`src/rtl/copro_pkg.sv`:
```
// Shared constants and FSM state type for the custom-0 coprocessor controller.
// Unit indices match the funct3 field of the instruction.
package copro_pkg;

    localparam logic [6:0] CUSTOM0 = 7'b0001011;

    localparam int CP_GCD = 0;
    localparam int CP_LCM = 1;

    typedef enum logic [1:0] {
        IDLE  = 2'd0,
        ISSUE = 2'd1,
        WAIT  = 2'd2,
        WB    = 2'd3
    } copro_state_t;

endpackage

```
`src/rtl/copro_timer.sv`:
```
// Wait-cycle counter: cleared on issue, counts while waiting, flags TIMEOUT reached.
// expired is tied low when TIMEOUT = 0 so the controller waits indefinitely.
module copro_timer #(
    parameter int TIMEOUT = 255
) (
    input  logic clk,
    input  logic reset,
    input  logic clr,
    input  logic en,
    output logic expired
);

    localparam int CW = ($clog2(TIMEOUT + 1) < 1) ? 1 : $clog2(TIMEOUT + 1);

    logic [CW-1:0] r_cnt;

    always_ff @(posedge clk) begin
        if (reset || clr) begin
            r_cnt <= '0;
        end else if (en) begin
            r_cnt <= r_cnt + CW'(1);
        end
    end

    generate
        if (TIMEOUT == 0) begin : g_no_timeout
            assign expired = 1'b0;
        end else begin : g_timeout
            assign expired = (r_cnt == CW'(TIMEOUT));
        end
    endgenerate

endmodule

```
`src/rtl/copro_ctrl.sv`:
```
// Issue/stall controller for custom-0 coprocessor instructions: decode, start, wait, write back.
// Stalls the core from decode until the write-back cycle; one instruction in flight at a time.
module copro_ctrl
    import copro_pkg::*;
#(
    parameter int XLEN    = 32,
    parameter int NUNITS  = 2,
    parameter int TIMEOUT = 255
) (
    input  logic                   clk,
    input  logic                   reset,
    input  logic                   instr_valid,
    input  logic [6:0]             op,
    input  logic [2:0]             funct3,
    input  logic [6:0]             funct7,
    input  logic [4:0]             rd,
    input  logic [XLEN-1:0]        rs1val,
    input  logic [XLEN-1:0]        rs2val,
    output logic                   stall,
    output logic [NUNITS-1:0]      cp_start,
    output logic [XLEN-1:0]        cp_a,
    output logic [XLEN-1:0]        cp_b,
    input  logic [NUNITS-1:0]      cp_done,
    input  logic [NUNITS*XLEN-1:0] cp_result,
    output logic                   wb_we,
    output logic [4:0]             wb_rd,
    output logic [XLEN-1:0]        wb_data,
    output logic                   illegal,
    output logic                   timeout_err
);

    copro_state_t r_state;
    copro_state_t w_state_nxt;

    logic [4:0]        r_rd;
    logic [2:0]        r_unit;
    logic [XLEN-1:0]   r_a;
    logic [XLEN-1:0]   r_b;
    logic [XLEN-1:0]   r_res;

    logic              w_hit;
    logic              w_legal;
    logic [NUNITS-1:0] w_onehot;
    logic              w_done;
    logic              w_expired;
    logic [XLEN-1:0]   w_sel_res;

    assign w_hit    = instr_valid && (op == CUSTOM0);
    assign w_legal  = w_hit && (funct7 == 7'd0) && (32'(funct3) < NUNITS);
    assign w_onehot = NUNITS'(1) << r_unit;
    assign w_done   = |(cp_done & w_onehot);

    always_comb begin
        w_sel_res = '0;
        for (int i = 0; i < NUNITS; i++) begin
            if (r_unit == 3'(i)) begin
                w_sel_res = cp_result[i*XLEN +: XLEN];
            end
        end
    end

    copro_timer #(
        .TIMEOUT (TIMEOUT)
    ) u_timer (
        .clk     (clk),
        .reset   (reset),
        .clr     (r_state == ISSUE),
        .en      (r_state == WAIT),
        .expired (w_expired)
    );

    always_ff @(posedge clk) begin
        if (reset) begin
            r_state <= IDLE;
        end else begin
            r_state <= w_state_nxt;
        end
    end

    always_comb begin
        w_state_nxt = r_state;
        stall       = 1'b0;
        cp_start    = '0;
        illegal     = 1'b0;
        timeout_err = 1'b0;
        wb_we       = 1'b0;
        case (r_state)
            IDLE: begin
                // Decode-cycle stall is combinational so the PC never moves past the instruction.
                stall   = w_legal;
                illegal = w_hit && !w_legal;
                if (w_legal) begin
                    w_state_nxt = ISSUE;
                end
            end
            ISSUE: begin
                stall       = 1'b1;
                cp_start    = w_onehot;
                w_state_nxt = WAIT;
            end
            WAIT: begin
                stall       = 1'b1;
                timeout_err = w_expired && !w_done;
                if (w_done || w_expired) begin
                    w_state_nxt = WB;
                end
            end
            WB: begin
                wb_we       = (r_rd != 5'd0);
                w_state_nxt = IDLE;
            end
            default: w_state_nxt = IDLE;
        endcase
    end

    always_ff @(posedge clk) begin
        if (reset) begin
            r_rd   <= '0;
            r_unit <= '0;
            r_a    <= '0;
            r_b    <= '0;
            r_res  <= '0;
        end else begin
            if (r_state == IDLE && w_legal) begin
                r_rd   <= rd;
                r_unit <= funct3;
                r_a    <= rs1val;
                r_b    <= rs2val;
            end
            if (r_state == WAIT) begin
                if (w_done) begin
                    r_res <= w_sel_res;
                end else if (w_expired) begin
                    r_res <= '0;
                end
            end
        end
    end

    assign cp_a    = (r_state == IDLE) ? '0 : r_a;
    assign cp_b    = (r_state == IDLE) ? '0 : r_b;
    assign wb_rd   = r_rd;
    assign wb_data = (r_state == WB) ? r_res : '0;

endmodule

```
`config.mk`:
```
export PLATFORM = sky130hd
export DESIGN_NAME = copro_ctrl
export DESIGN_NICKNAME = d
export VERILOG_FILES = /design/src/rtl/copro_pkg.sv /design/src/rtl/copro_timer.sv /design/src/rtl/copro_ctrl.sv
export SDC_FILE = /design/constraint.sdc
export NUM_CORES = 1
export LEC_CHECK = 0
export CAP_MARGIN = 20
export CORE_AREA = 2 2 115 117
export DETAILED_ROUTE_END_ITERATION = 8
export DIE_AREA = 0 0 117 119
export PLACE_DENSITY_LB_ADDON = 0.25
export SYNTH_ARGS = -nofsm -noshare
export SYNTH_HDL_FRONTEND = slang
export SYNTH_SLANG_ARGS = --single-unit
```
`constraint.sdc`:
```
create_clock -name clk -period 5.6 [get_ports clk]
set_clock_uncertainty 0.2 [all_clocks]
set_input_delay 1.4 -clock clk [delete_from_list [all_inputs] [get_ports clk]]
set_output_delay 1.4 -clock clk [all_outputs]
set_load 0.005 [all_outputs]
```
# Word-level counts from Yosys, hierarchy flattened
# Cells that the tools add are included.
op_classes:
  addsub: 1
  order_cmp: 1
  eq_ne: 8
  shifts: 1
  muxes: 15
  bitwise: 1
  reduce_logical: 19
op_table:
  columns: ["op", "n"]
  rows:
  - ["2-to-1 mux 32 bit", 7]
  - ["adder 8 x 1 -> 8 bit, second input constant", 1]
  - ["== test 8 bit, second input constant", 1]
  - ["case mux 2 bit (4 select lines)", 1]
  - ["== test 7 x 4 -> 1 bit, second input constant", 1]
  - ["zero test 7 bit", 1]
  - ["logical AND 1 bit", 6]
  - ["2-to-1 mux 2 bit", 3]
  - ["nonzero test 5 bit", 1]
  - ["== test 2 bit, second input constant", 2]
  - ["inequality test 2 bit, second input constant", 2]
  - ["AND reduction 2 bit", 2]
  - ["OR reduction 2 bit", 2]
  - ["== test 3 x 1 -> 1 bit, second input constant", 1]
  - ["zero test 3 bit", 1]
  - ["< comparator 3 x 2 -> 1 bit, second input constant", 1]
  - ["2-to-1 mux 1 bit", 3]
  - ["left shift 1 x 3 -> 2 bit, first input constant", 1]
  - ["bitwise AND 2 bit", 1]
  - ["== test 2 x 1 -> 1 bit, second input constant", 1]
  - ["zero test 1 bit", 2]
  - ["zero test 2 bit", 1]
  - ["logical OR 1 bit", 2]
  - ["case mux 1 bit (2 select lines)", 1]
  - ["nonzero test 2 bit", 1]
totals:
  reg_bits: 114
  inputBits: 155
  out_inout_bits: 107

# Longest topological paths before layout
depth:
  depth_word: 7
  mapped_depth: 8
  mapped_depth_nobuf: 6

# Modules after synthesis
# Synthesis repeated with hierarchy kept, for this count alone.
unflattened:
  cells_unflattened: 689
  area_unflattened_um2: 5452.7
modules_own_cells:
  columns: ["module", "instances", "cells_each", "area_each_um2"]
  rows:
  - ["copro_ctrl", 1, 649, 5097.4]
  - ["copro_timer", 1, 40, 355.3]

# Least setup slack after synthesis
# Ideal clock, no wire load.
synth_path:
  path_type: "input -> output"
  start: "input funct7[2]"
  end: "output stall"
  arrival_time_ns: 2.725
  required_ns: 4.000
  setup_slack_ns: 1.275
  path_stages: 7
  path_buffers: 2
  path_cell_list: "or4_4 > nor3_4 > and4_4 > buf_12 > buf_8 > nor2_1 > nor2_1"
synth_between:
  elab_chain_len: 4
synth_lines:
  columns: ["item", "line", "rtl"]
  rows:
  - ["start, declared", "copro_ctrl.sv:15", "input logic [6:0] funct7,"]
  - ["zero test 7 bit", "copro_ctrl.sv:49", "assign w_legal = w_hit && (funct7 == 7'd0) && (32'(funct3) < NUNITS);"]
  - ["logical AND 1 bit (2 in a row)", "copro_ctrl.sv:49", null]
  - ["case mux 1 bit (2 select lines)", "copro_ctrl.sv:87", "case (r_state)"]
  - ["end, declared", "copro_ctrl.sv:19", "output logic stall,"]
# Every way passes these cells.

# Worst setup path in the final report
layout_path:
  start: "input op[2]"
  end: "output stall"
layout_between:
  elab_chain_len: 5
layout_lines:
  columns: ["item", "line", "rtl"]
  rows:
  - ["start, declared", "copro_ctrl.sv:13", "input logic [6:0] op,"]
  - ["== test 7 x 4 -> 1 bit", "copro_ctrl.sv:48", "assign w_hit = instr_valid && (op == CUSTOM0);"]
  - ["logical AND 1 bit", "copro_ctrl.sv:48", null]
  - ["logical AND 1 bit (2 in a row)", "copro_ctrl.sv:49", null]
  - ["case mux 1 bit (2 select lines)", "copro_ctrl.sv:87", null]
# Every way passes these cells.

==> flow_summary.toml <==
[route]
drtIter0Drc = 293
drcViolationCount = 0
dr.pass1.iters = 4
viasPerCell = 4.955
antenna_left = 0
vias = 5272
wire_per_inst_um = 15.33
wl_mm = 16.31

[critical_path]
cp_cell_sequence = "clkdlybuf4s50_1 > nand4b_1 > nor4_1 > and4_4 > nor2_1 > nor2_1 > clkdlybuf4s50_1"
cp-end-kind = "output port"
r2r-start = "r_state[0]"
path_max_fanout = 4
cp.arrival_ps = 3510
cp.required_ps = 4000
crit_family = "simple AND/OR/NAND/NOR gates"
cp-start-kind = "primary input"
path_buf_inv = 2
setup.worst_path.class = "primary input to output port"
critPathSlowestCell = "clkdlybuf4s50_1"
slowest_delay_ps = 560
startpoint = "op[2]"

[grt]
grt_start_max_net_pins = 83
grt_pass1_vias = 5307
grt_pass1_wl_mm = 24.99
track_usage = 0.2289
antenna_found_initial = 0
overflow = 0

[timing]
hold_viol = 0
fin_crit_sh = 0.9131
max_freq_mhz = 195.6
setup_slack_ps = 486.9
slew_violations = 0
rsz0062_at_grt = "false"
slew_headroom = 0.2695
worst_pin_slew_ps = 1096
finalSetupViolations = 0
fin_setup_tns_ps = 0
period_minus_slack_ps = 5113

[synthesis]
syn_nets = 798
async_flop_share = 0
syn-cell-area_um2 = 5564
ys.flop_type = "dfxtp_1"
syn_avg_cell_area_um2 = 8.721
seq_area_frac_synth = 0.4102
synth_edf_count = 0
yosysUniqueCellTypes = 36
ys_ff_latch = 114
netlist_instances = 638
yosys_warnings = 0

[die]
core.rowCount = 42
io_pins = 262
die_w_um = 117
die_area_um2 = 13920
start_util = 0.4322
fp.dieH_um = 119
core_um2 = 12870

[clock_tree]
cts_tree = "done"
cts_max_path_buffers = 2
cts_sinks = 114
htree_levels = 4
hold_buffers = 0
cts-root-buf = "clkbuf_16"
clkLatencyLatePin_ps = 400
post_cts_buffers = 0
cts_buffers = 17
clk_pin_slew_ps = 50
cts_resized = 0

[finish]
drive_above_1_share = 0.1914
nets = 1035
layout_common_cells = "clkdlybuf4s50_1 (260), dfxtp_1 (114), nand2_1 (83)"
antenna_cells = 0
mostFrequentLayoutCell = "clkdlybuf4s50_1"
area_growth_pct = 59.01
final_area_um2 = 8847
final_util = 0.6872

[worst_hold_path]
hold_start = "r_b[8]"
hold_class = "flip-flop to flip-flop"

[status]
outcome = "complete, no violations"

[place]
post-place-ws_ps = 496.6
io_buffer_count = 261
place_hpwl_mm = 11.52
gp_congestion = 0.8155
place_area_um2 = 8159

[pwr]
irDropWorstVdd_v = 0.0001447
powerDensity_nw_per_um2 = 247.3
power_leakage_nw = 2.896

[job]
drv_cap = 0
cell usage after synthesis, types with 3 or more instances:
| cell | count | area [um2] |
|---|---|---|
| a21oi_1 | 12 | 60.06 |
| a21oi_2 | 60 | 525.5 |
| a22o_1 | 32 | 280.3 |
| a22oi_1 | 33 | 247.7 |
| and2_1 | 35 | 219.0 |
| buf_12 | 7 | 140.1 |
| buf_2 | 3 | 15.01 |
| clkbuf_1 | 41 | 153.9 |
| dfxtp_1 | 114 | 2282 |
| ha_1 | 5 | 62.56 |
| inv_1 | 4 | 15.01 |
| mux2i_1 | 3 | 30.03 |
| nand2_1 | 83 | 311.6 |
| nand2_2 | 60 | 375.4 |
| nand2b_1 | 3 | 18.77 |
| nand4_1 | 4 | 25.02 |
| nor2_1 | 43 | 161.4 |
| nor2b_1 | 64 | 400.4 |
| nor3_1 | 4 | 20.02 |
| nor3b_1 | 3 | 22.52 |
| or3_1 | 3 | 18.77 |
| xor2_1 | 4 | 35.03 |
worst min-delay path, delay by kind of cell, from the launching register on:
kind	cells	cell delay (ps)
compound gates	1	50
flops	1	300
simple gates	1	50
registers in the layout, indices dropped and copies added (netlist names):
signal,cells
r_state,2
wb_rd,5
u_timer.r_cnt,8
r_a,32
r_b,32
r_res,32
r_unit,3
cell type report:
| type | count | area [um2] |
|---|---|---|
| Clock buffer | 21 | 480.5 |
| Clock inverter | 11 | 152.6 |
| Fill cell | 1036 | 4028 |
| Inverter | 4 | 15.01 |
| Multi-Input combinational cell | 468 | 2959 |
| Sequential cell | 114 | 2282 |
| Tap cell | 176 | 220.2 |
| Timing Repair Buffer | 270 | 2738 |
through the flow:
stage	power [mW]	hold slack, ps	std cells
3_5_place_dp	1.084	239.1	1030
4_1_cts	2.215	246.5	1062
5_1_grt	2.269	266.8	1064
6_report	2.188	244.5	1064
2_1_floorplan	0.9309	227.3	638
3_3_place_gp	1.081	235.3	1029
per-layer routing:
layer / vias to the layer above / global-route usage / part of all wire
met4: 0 / 0.1118 / 0.036
li1: 2603 / - / -
met2: 213 / 0.3869 / 0.47
met3: 46 / 0.08550 / 0.093
met1: 2410 / 0.2488 / 0.40
met5: - / 0 / 0
report_power, final:
group	switching [mW]	internal (mW)	leakage (nW)
clock	0.375	0.747	0.290
sequential	0.00344	0.816	0.918
combinational	0.115	0.132	1.69
worst paths after layout:
| path | endpoint | slack, ps | cells after the start |
|---|---|---|---|
| setup / recovery | stall | 490 | 7 |
| hold / removal | r_b[8] | 240 | 2 |
| hold reg to reg | r_b[8] | 240 | 2 |
| setup reg to reg | wb_rd[2] | 2640 | 7 |
cell families (layout without fill, tap and decap cells):
family	Yosys count	in the layout	share of synthesized area
buffers and inverters	56	306	0.06094
multiplexers	3	3	0.005397
flip-flops	114	114	0.4102
adder cells (fa/ha/maj)	5	5	0.01124
XOR/XNOR	5	5	0.007870
AND/OR/NAND/NOR	313	313	0.2989
AO/OA/AOI/OAI	142	142	0.2055
(Power assumes the default switching activity.)
